===== config.mk =====
export PLATFORM = sky130hd
export DESIGN_NAME = writeback_unit
export DESIGN_NICKNAME = d
export VERILOG_FILES = /design/src/rtl/writeback_unit.sv
export SDC_FILE = /design/constraint.sdc
export NUM_CORES = 1
export LEC_CHECK = 0
export CORE_MARGIN = 2
export CORE_UTILIZATION = 57
export DETAILED_ROUTE_END_ITERATION = 7
export PLACE_DENSITY = 0.87
export SETUP_SLACK_MARGIN = 0.15
export SLEW_MARGIN = 20
export SYNTH_ARGS = -nofsm -noshare
export SYNTH_HDL_FRONTEND = slang
export SYNTH_SLANG_ARGS = --single-unit

===== constraint.sdc =====
create_clock -name clock -period 5.22 [get_ports clock]
set_input_delay 0.522 -clock clock [delete_from_list [all_inputs] [get_ports clock]]
set_output_delay 0.522 -clock clock [all_outputs]
set_load 0.005 [all_outputs]

===== src/rtl/writeback_unit.sv =====
// Writeback unit: single-slot result buffer in front of the register file
// write port, load alignment and result selection, plus a per-register
// pending-write scoreboard that produces the decode stall.
module writeback_unit #(
  parameter int DATAW    = 32,
  parameter int ADDRW    = 5,
  parameter int NUM_REGS = 32
) (
  input  logic             clock,
  input  logic             reset,
  input  logic             issue_valid,
  input  logic [ADDRW-1:0] issue_rd,
  input  logic             wb_valid,
  output logic             wb_ready,
  input  logic [ADDRW-1:0] wb_rd,
  input  logic [1:0]       wb_sel,
  input  logic [2:0]       wb_funct3,
  input  logic [DATAW-1:0] wb_alu,
  input  logic [DATAW-1:0] wb_mem,
  input  logic [DATAW-1:0] wb_pc,
  input  logic             rf_hold,
  output logic             write_enable,
  output logic [ADDRW-1:0] addr_rd,
  output logic [DATAW-1:0] data_rd,
  input  logic [ADDRW-1:0] chk_rs1,
  input  logic [ADDRW-1:0] chk_rs2,
  output logic             stall,
  output logic             sb_overflow
);

  // Counter array covers the whole address space; entries 0 and
  // NUM_REGS..DEPTH-1 are tied to zero so any address can index it safely.
  localparam int DEPTH = 1 << ADDRW;

  localparam logic [1:0] SEL_ALU  = 2'd0;
  localparam logic [1:0] SEL_LOAD = 2'd1;
  localparam logic [1:0] SEL_PC4  = 2'd2;

  localparam logic [2:0] F3_LB  = 3'd0;
  localparam logic [2:0] F3_LH  = 3'd1;
  localparam logic [2:0] F3_LW  = 3'd2;
  localparam logic [2:0] F3_LBU = 3'd4;
  localparam logic [2:0] F3_LHU = 3'd5;

  // Extract the addressed byte/halfword and extend it; unknown load types
  // pass the raw memory word through.
  function automatic logic [DATAW-1:0] load_align(input logic [2:0]       funct3,
                                                  input logic [1:0]       lane,
                                                  input logic [DATAW-1:0] word);
    logic signed [7:0]  byte_s;
    logic signed [15:0] half_s;
    logic [DATAW-1:0]   res;
    byte_s = word[{lane, 3'b000} +: 8];
    half_s = word[{lane[1], 4'b0000} +: 16];
    case (funct3)
      F3_LB:   res = DATAW'(byte_s);
      F3_LH:   res = DATAW'(half_s);
      F3_LW:   res = word;
      F3_LBU:  res = DATAW'($unsigned(byte_s));
      F3_LHU:  res = DATAW'($unsigned(half_s));
      default: res = word;
    endcase
    return res;
  endfunction

  // Saturating 2-bit pending counter helpers.
  function automatic logic [1:0] sat_inc(input logic [1:0] c);
    return (c == 2'd3) ? 2'd3 : c + 2'd1;
  endfunction

  function automatic logic [1:0] sat_dec(input logic [1:0] c);
    return (c == 2'd0) ? 2'd0 : c - 2'd1;
  endfunction

  // A source blocks decode while its register has a pending write, unless
  // the last outstanding write is committing right now.
  function automatic logic src_blocked(input logic [ADDRW-1:0] rs,
                                       input logic [1:0]       cnt,
                                       input logic             commit_now,
                                       input logic [ADDRW-1:0] commit_rd);
    logic last_commit;
    last_commit = (cnt == 2'd1) && commit_now && (commit_rd == rs);
    return (rs != '0) && (cnt != 2'd0) && !last_commit;
  endfunction

  logic             out_valid_q, out_valid_d;
  logic [ADDRW-1:0] addr_rd_q, addr_rd_d;
  logic [DATAW-1:0] data_rd_q, data_rd_d;
  logic             sb_overflow_q, sb_overflow_d;
  logic [1:0]       cnt_q [DEPTH];
  logic [1:0]       cnt_d [DEPTH];

  logic             drain;
  logic             commit;
  logic             xfer;
  logic [DATAW-1:0] wb_result;

  // The slot empties whenever the register file is free; writes to x0 are
  // drained without a commit.
  assign drain        = out_valid_q && !rf_hold;
  assign commit       = drain && (addr_rd_q != '0);
  assign wb_ready     = !out_valid_q || !rf_hold;
  assign xfer         = wb_valid && wb_ready;
  assign write_enable = commit;
  assign addr_rd      = addr_rd_q;
  assign data_rd      = data_rd_q;
  assign sb_overflow  = sb_overflow_q;
  assign stall        = src_blocked(chk_rs1, cnt_q[chk_rs1], commit, addr_rd_q) ||
                        src_blocked(chk_rs2, cnt_q[chk_rs2], commit, addr_rd_q);

  // Select the value to be written back for the presented result.
  always_comb begin
    wb_result = '0;
    case (wb_sel)
      SEL_ALU:  wb_result = wb_alu;
      SEL_LOAD: wb_result = load_align(wb_funct3, wb_alu[1:0], wb_mem);
      SEL_PC4:  wb_result = wb_pc + DATAW'(4);
      default:  wb_result = '0;
    endcase
  end

  // Output slot: reload on transfer, clear after drain, hold under rf_hold.
  always_comb begin
    out_valid_d = out_valid_q;
    addr_rd_d   = addr_rd_q;
    data_rd_d   = data_rd_q;
    if (xfer) begin
      out_valid_d = 1'b1;
      addr_rd_d   = wb_rd;
      data_rd_d   = wb_result;
    end else if (drain) begin
      out_valid_d = 1'b0;
    end
  end

  // Scoreboard: issue increments, commit decrements, both together cancel.
  always_comb begin
    sb_overflow_d = sb_overflow_q;
    for (int i = 0; i < DEPTH; i++) begin
      cnt_d[i] = cnt_q[i];
      if (i == 0 || i >= NUM_REGS) begin
        cnt_d[i] = 2'd0;
      end else if ((issue_valid && issue_rd == ADDRW'(i)) &&
                   !(commit && addr_rd_q == ADDRW'(i))) begin
        cnt_d[i] = sat_inc(cnt_q[i]);
        if (cnt_q[i] == 2'd3) sb_overflow_d = 1'b1;
      end else if (!(issue_valid && issue_rd == ADDRW'(i)) &&
                   (commit && addr_rd_q == ADDRW'(i))) begin
        cnt_d[i] = sat_dec(cnt_q[i]);
      end
    end
  end

  // State registers; reset discards the slot and clears the scoreboard.
  always_ff @(posedge clock or posedge reset) begin
    if (reset) begin
      out_valid_q   <= 1'b0;
      addr_rd_q     <= '0;
      data_rd_q     <= '0;
      sb_overflow_q <= 1'b0;
      for (int i = 0; i < DEPTH; i++) cnt_q[i] <= 2'd0;
    end else begin
      out_valid_q   <= out_valid_d;
      addr_rd_q     <= addr_rd_d;
      data_rd_q     <= data_rd_d;
      sb_overflow_q <= sb_overflow_d;
      for (int i = 0; i < DEPTH; i++) cnt_q[i] <= cnt_d[i];
    end
  end

endmodule


==> flow_summary.yaml, run 1 <==
outcome:
  status: "finished, final reports clean"
min_path:
  min_path_type: "flop to flop"
  min_to: "data_rd[13]"
  worstHoldStart: "data_rd[13]"
  whs_path_depth: 2
yosys:
  synth_area_leaders: "dfrtp_1 31%, mux4_2 7.4%, o21ai_0 6.4%"
  synth_nets: 1147
  avgSynthCellArea_um2: 8.362
  netlist_area_um2: 8270
  yosysTopAreaCell: "dfrtp_1"
  synth_seq_area_share: 0.3056
  synth_cell_types: 57
  synth-edff-count: 0
  synth_seq_cells: 101
  ys_warn_count: 0
  yosys.area.top_type_share: 0.3056
  synth_cells: 989
  async_flop_share: 1.000
  synth_flop_cell: "dfrtp_1"
critical_path:
  crit_chain: "clkdlybuf4s50_1 > buf_4 > mux4_2 > mux4_2 > a21oi_1 > o2111ai_1 > clkdlybuf4s50_1"
  cp-end-kind: "primary output"
  crit_required_ps: 4700
  crit_slowest_cell: "clkdlybuf4s50_1"
  cp_max_fo: 11
  timing.rr.start: "addr_rd[0]"
  crit_path_start_kind: "primary input"
  crit_type: "primary input to primary output"
  worstReg2RegEnd: "sb_overflow"
  cpPeakStageDelay_ps: 900
  reg2reg_slack_ps: 2000
  arrival_ps: 3520
  worst-r2r-cell-count: 8
timing:
  maxSlewViolCount: 0
  finalSetupViolCount: 0
  period_minus_slack_ps: 4039
  fin_skew_ps: 11.02
  hold_violations: 0
  worstMarginPinSlew_ps: 884.6
  slew_headroom: 0.4103
  max_freq_ghz: 0.2476
  fin_crit_sh: 0.7738
  tns_ps: 0
  grt_setup_unrepaired: "false"
cts:
  numClockSinks: 101
  clk_pin_slew_ps: 80
  post-cts-setup-buffer-count: 0
  root_buffer: "clkbuf_16"
  cts_max_level: 3
  cts_resized: 0
  cts_max_path_buffers: 2
  cts_tree: "done"
  cts_buffers: 9
  clkLatencyLatePin_ps: 360
  ctsHoldBuffers: 0
global_routing:
  grt_start_max_net_pins: 71
  grt_overflow: 0
  grt_pass1_wl_mm: 42.86
  antenna_found_initial: 1
  grt_usage: 0.3453
  grt_pass1_vias: 8424
place:
  place_area_um2: 10020
  place_congestion: 0.9813
  dpl.hpwl_mm: 19.99
  port_buffers: 166
layout:
  stdcell_area_um2: 10320
  layout-drive-gt1-share: 0.07699
  fin_nets: 1284
  fillers: 1095
  register_area_um2: 2527
  multiInputGateArea_um2: 5310
  area_delta_synth_final_pct: 24.75
route:
  wl_per_cell_um: 20.28
  wl_mm: 26.67
  dr.pass1.iters: 6
  vias_per_cell: 6.489
  drc: 0
  drtIter0Drc: 1063
  via_count: 8533
  ant_nets: 0
power_and_ir_drop:
  leakage_uw: 0.004318
  p_per_area_nw_per_um2: 204.5
  peakVddDrop_mv: 0.1627
die:
  ios: 167
  start_util: 0.5756
  die_h_um: 124.5
  die_w_um: 124.5
  core_area_um2: 14370
  core.rowCount: 44
  dieArea_um2: 15490
run:
  max-cap-violations: 0
-- placed cells by master (no fill, tap or decap), types with 3 or more instances in the layout --
| cell | instances |
|---|---|
| a211o_1 | 10 |
| a211oi_1 | 9 |
| a21oi_1 | 60 |
| a221o_1 | 5 |
| a221oi_1 | 7 |
| a31oi_1 | 10 |
| and2_1 | 12 |
| and3_1 | 12 |
| buf_4 | 9 |
| clkbuf_16 | 9 |
| clkdlybuf4s50_1 | 165 |
| dfrtp_1 | 101 |
| ha_1 | 32 |
| inv_1 | 58 |
| maj3_1 | 21 |
| mux2_2 | 27 |
| mux2i_1 | 18 |
| mux4_2 | 27 |
| nand2_1 | 110 |
| nand2b_1 | 7 |
| nand3_1 | 52 |
| nand3b_1 | 3 |
| nand4_1 | 16 |
| nor2_1 | 97 |
| nor2b_1 | 30 |
| nor3_1 | 9 |
| nor4_1 | 5 |
| o211ai_1 | 6 |
| o21ai_0 | 105 |
| o221ai_1 | 5 |
| o31ai_1 | 11 |
| or3_1 | 6 |
| xnor2_1 | 17 |
| xor2_1 | 20 |
-- stage by stage --
| step | hold WS (ps) | utilization | worst slack, ps | std cells | power [uW] |
|---|---|---|---|---|---|
| finish | 485.1 | 0.7180 | 1181 | 1315 | 2110 |
| global route | 507.5 | 0.7180 | 1005 | 1315 | 2195 |
| CTS | 481.0 | 0.7179 | 1191 | 1314 | 2104 |
| detailed placement | 460.0 | 0.6971 | 1198 | 1299 | 1411 |
| global placement | 461.3 | 0.6971 | 1241 | 1299 | 1403 |
| floorplan | 462.8 | - | 2051 | 989 | 1131 |
-- cells in the mapped netlist (7+ instances only) --
library cell,n
nand2_1,110
o21ai_0,105
dfrtp_1,101
nor2_1,97
a21oi_1,60
inv_1,59
nand3_1,52
clkbuf_1,35
ha_1,32
nor2b_1,30
mux2_2,27
mux4_2,27
maj3_1,21
xor2_1,20
mux2i_1,18
xnor2_1,17
nand4_1,16
and2_1,12
and3_1,12
o31ai_1,11
a211o_1,10
a31oi_1,10
a211oi_1,9
nor3_1,9
a221oi_1,7
buf_2,7
nand2b_1,7
-- final cells by class --
cell class,instances,area share
multi-input combinational,780,0.5147
sequential,101,0.2450
clock inverter,5,0.005821
inverter,59,0.02171
tap,184,0.02231
clock buffer,10,0.02316
antenna,1,0.0002425
timing repair buffer,175,0.1671
-- registers in the layout, summed over array words and instances (netlist names) --
signal / count
addr_rd: 5
cnt_q: 62
data_rd: 32
out_valid_q: 1
sb_overflow: 1
-- cell families after synthesis --
| kind of cell | synth area share |
|---|---|
| simple gates | 0.2103 |
| buf+inv | 0.05234 |
| compound gates | 0.1835 |
| fa+ha+maj | 0.07383 |
| flops | 0.3056 |
| mux | 0.1352 |
| xor+xnor | 0.03918 |
-- worst max-delay path by stage --
stage | start | end | depth (start not counted)
detailed placement | chk_rs1[0] | stall | 7
CTS | chk_rs1[0] | stall | 7
global route | chk_rs1[0] | stall | 9
global placement | chk_rs1[0] | stall | 7
finish | chk_rs1[0] | stall | 7
floorplan | reset | addr_rd[0] | 1
-- where the power goes --
part	switching, uW	total [uW]	internal (uW)
logic	246	518	271
registers	60.1	890	830
clock network	317	702	385
total	624	2110	1490
-- critical path: cells and delay by family --
family	cells	cell delay, ps
AOI/OAI and AO/OA	2	320
muxes	2	980
buffers and inverters	3	1690
-- per-layer routing --
layer | global-route usage | share of wire
met1 | 0.4222 | 0.36
met2 | 0.5603 | 0.46
met3 | 0.09450 | 0.12
met4 | 0.1785 | 0.059
met5 | 0 | 0
(Power assumes the default switching activity.)
==> run 2, diff against run 1 <==
--- a/config.mk
+++ b/config.mk
@@ -6,9 +6,9 @@
 export NUM_CORES = 1
 export LEC_CHECK = 0
 export CORE_MARGIN = 2
-export CORE_UTILIZATION = 57
+export CORE_UTILIZATION = 48
 export DETAILED_ROUTE_END_ITERATION = 7
-export PLACE_DENSITY = 0.87
+export PLACE_DENSITY = 0.78
 export SETUP_SLACK_MARGIN = 0.15
 export SLEW_MARGIN = 20
 export SYNTH_ARGS = -nofsm -noshare
==> constraint.sdc (replaced) <==
create_clock -name clock -period 3.4 [get_ports clock]
set_input_delay 0.34 -clock clock [delete_from_list [all_inputs] [get_ports clock]]
set_output_delay 0.34 -clock clock [all_outputs]
set_load 0.005 [all_outputs]
==> run 2 against run 1 <==
Effect of this change: utilization decreased by 8.2 points; global-route usage decreased by 3.9 points; critical path depth increased by 1; die area increased by 18%; clock skew increased by 1.2 ps; non-clock buffer count increased by 21; sequential share of layout area decreased by 0.72 points; sequential cell count unchanged; critical path type unchanged; combinational power increased by 67%; worst hold slack got worse by 51 ps; total power increased by 64%.
==> flow_summary.yaml, run 2 (synthesized netlist as in run 1, its figures left out) <==
outcome:
  status: "finished, final reports clean"
place:
  dpl.hpwl_mm: 21.33
  port_buffers: 166
  placedCellCount: 1355
  place_congestion: 1.004
critical_path:
  crit_required_ps: 3060
  crit_path_start_kind: "primary input"
  cp_max_fo: 14
  crit_chain: "clkdlybuf4s50_1 > buf_6 > mux4_2 > mux4_2 > and3_1 > a21oi_1 > o2111ai_1 > clkdlybuf4s50_1"
  cp_num_buf_inv: 3
  crit_type: "primary input to primary output"
  cpPeakStageDelay_ps: 520
  crit_family: "buffers and inverters"
  path_depth: 8
  arrival_ps: 2730
  crit_slowest_cell: "clkdlybuf4s50_1"
  worst-r2r-cell-count: 9
  cp-end-kind: "primary output"
route:
  via_count: 8463
  wl_mm: 27.71
  vias_per_cell: 6.168
  wl_per_cell_um: 20.19
  dr.pass1.iters: 6
  drc: 0
  drtIter0Drc: 890
  ant_nets: 0
layout:
  stdcell_count: 1372
  layout-drive-gt1-share: 0.09462
  largest_reg_flops: 62
  final_common_cell: "clkdlybuf4s50_1"
  final_cell_mix: "162 x clkdlybuf4s50_1, 109 x nand2_1, 104 x o21ai_0, 101 x dfrtp_1, 97 x nor2_1"
  area_delta_synth_final_pct: 28.52
  largest_register: "cnt_q"
  fin_nets: 1305
  antennaDiodeCount: 0
timing:
  fin_crit_sh: 0.9023
  hold_slack_ps: 434.3
  grt_setup_unrepaired: "false"
  slew_headroom: 0.5320
  max_freq_ghz: 0.3260
  tns_ps: 0
  finalSetupViolCount: 0
  worstMarginPinSlew_ps: 701.9
  period_minus_slack_ps: 3068
  fin_skew_ps: 12.25
  hold_violations: 0
  maxSlewViolCount: 0
global_routing:
  grt_pass1_vias: 8173
  grt_pass1_wl_mm: 43.33
  grt_overflow: 0
  grt_usage: 0.3061
  antenna_found_initial: 0
  grt_start_max_net_pins: 53
die:
  ios: 167
  die_h_um: 135.3
  core.rowCount: 47
  core_area_um2: 16700
  start_util: 0.4952
  dieArea_um2: 18300
  die_w_um: 135.3
cts:
  cts_buffers: 9
  clkLatencyLatePin_ps: 370
  clk_pin_slew_ps: 80
  cts_max_level: 3
  ctsHoldBuffers: 0
  root_buffer: "clkbuf_16"
  cts_tree: "done"
  cts_max_path_buffers: 2
  post-cts-setup-buffer-count: 0
  numClockSinks: 101
power_and_ir_drop:
  leakage_uw: 0.004492
  finalPower_uw: 3451
  peakVddDrop_mv: 0.2249
  p_per_area_nw_per_um2: 324.7
run:
  max-cap-violations: 0
min_path:
  min_path_type: "primary input to async pin"
run 2: final cells by class:
type                            instances  area (um^2)
Tap cell                              220        275.3
Clock inverter                          5        107.6
Fill cell                            1435         6072
Inverter                               59        224.0
Multi-Input combinational cell        780         5313
Timing Repair Buffer                  196         1939
Clock buffer                           11        242.7
Sequential cell                       101         2527
run 2: routing by layer:
| layer | global-route usage | part of all wire | vias to the layer above | wire, um |
|---|---|---|---|---|
| met2 | 0.4918 | 0.46 | 516 | 12710 |
| met4 | 0.1227 | 0.042 | 0 | 1174 |
| met5 | 0 | 0 | - | 0 |
| li1 | - | - | 3880 | - |
| met1 | 0.3950 | 0.39 | 3978 | 10730 |
| met3 | 0.08043 | 0.11 | 89 | 3091 |
run 2: power by group:
| part | total [uW] | leakage, uW | switching, uW | internal (uW) |
|---|---|---|---|---|
| Combinational | 864 | 0.00297 | 421 | 443 |
| Clock | 1240 | 0.000170 | 500 | 744 |
| Sequential | 1340 | 0.00135 | 68.5 | 1280 |
run 2: worst paths after layout:
path	from	end	slack (ps)
min reg2reg	data_rd[13]	data_rd[13]	490
max reg2reg	addr_rd[0]	sb_overflow	500
max in group asynchronous	reset	cnt_q[7]	2230
min in group clock	data_rd[13]	data_rd[13]	490
max	chk_rs1[2]	stall	330
min	reset	data_rd[27]	430
run 2: what timing repair did:
action / 4_1_cts / 5_1_grt
endpoints found under the setup margin: 1 / 1
cloned: 0 / 1
resized for setup: 1 / 5
run 2: metrics by stage:
stage / setup slack [ps] / area (um^2) / util
final: 332.3 / 10630 / 0.6364
after global routing: 152.4 / 10630 / 0.6364
after CTS: 158.2 / 10590 / 0.6343
after detailed placement: 124.1 / 10240 / 0.6131
after global placement: 145.2 / 10240 / 0.6131
after floorplan: 412.9 / 8270 / -
==> run 3, diff against run 2 <==
--- a/config.mk
+++ b/config.mk
@@ -7,6 +7,7 @@
 export LEC_CHECK = 0
 export CORE_MARGIN = 2
 export CORE_UTILIZATION = 48
+export CTS_CLUSTER_DIAMETER = 40
 export DETAILED_ROUTE_END_ITERATION = 7
 export PLACE_DENSITY = 0.78
 export SETUP_SLACK_MARGIN = 0.15
==> results of run 3 <==
No change in the layout: final DEF, timing and power equal those of run 2.
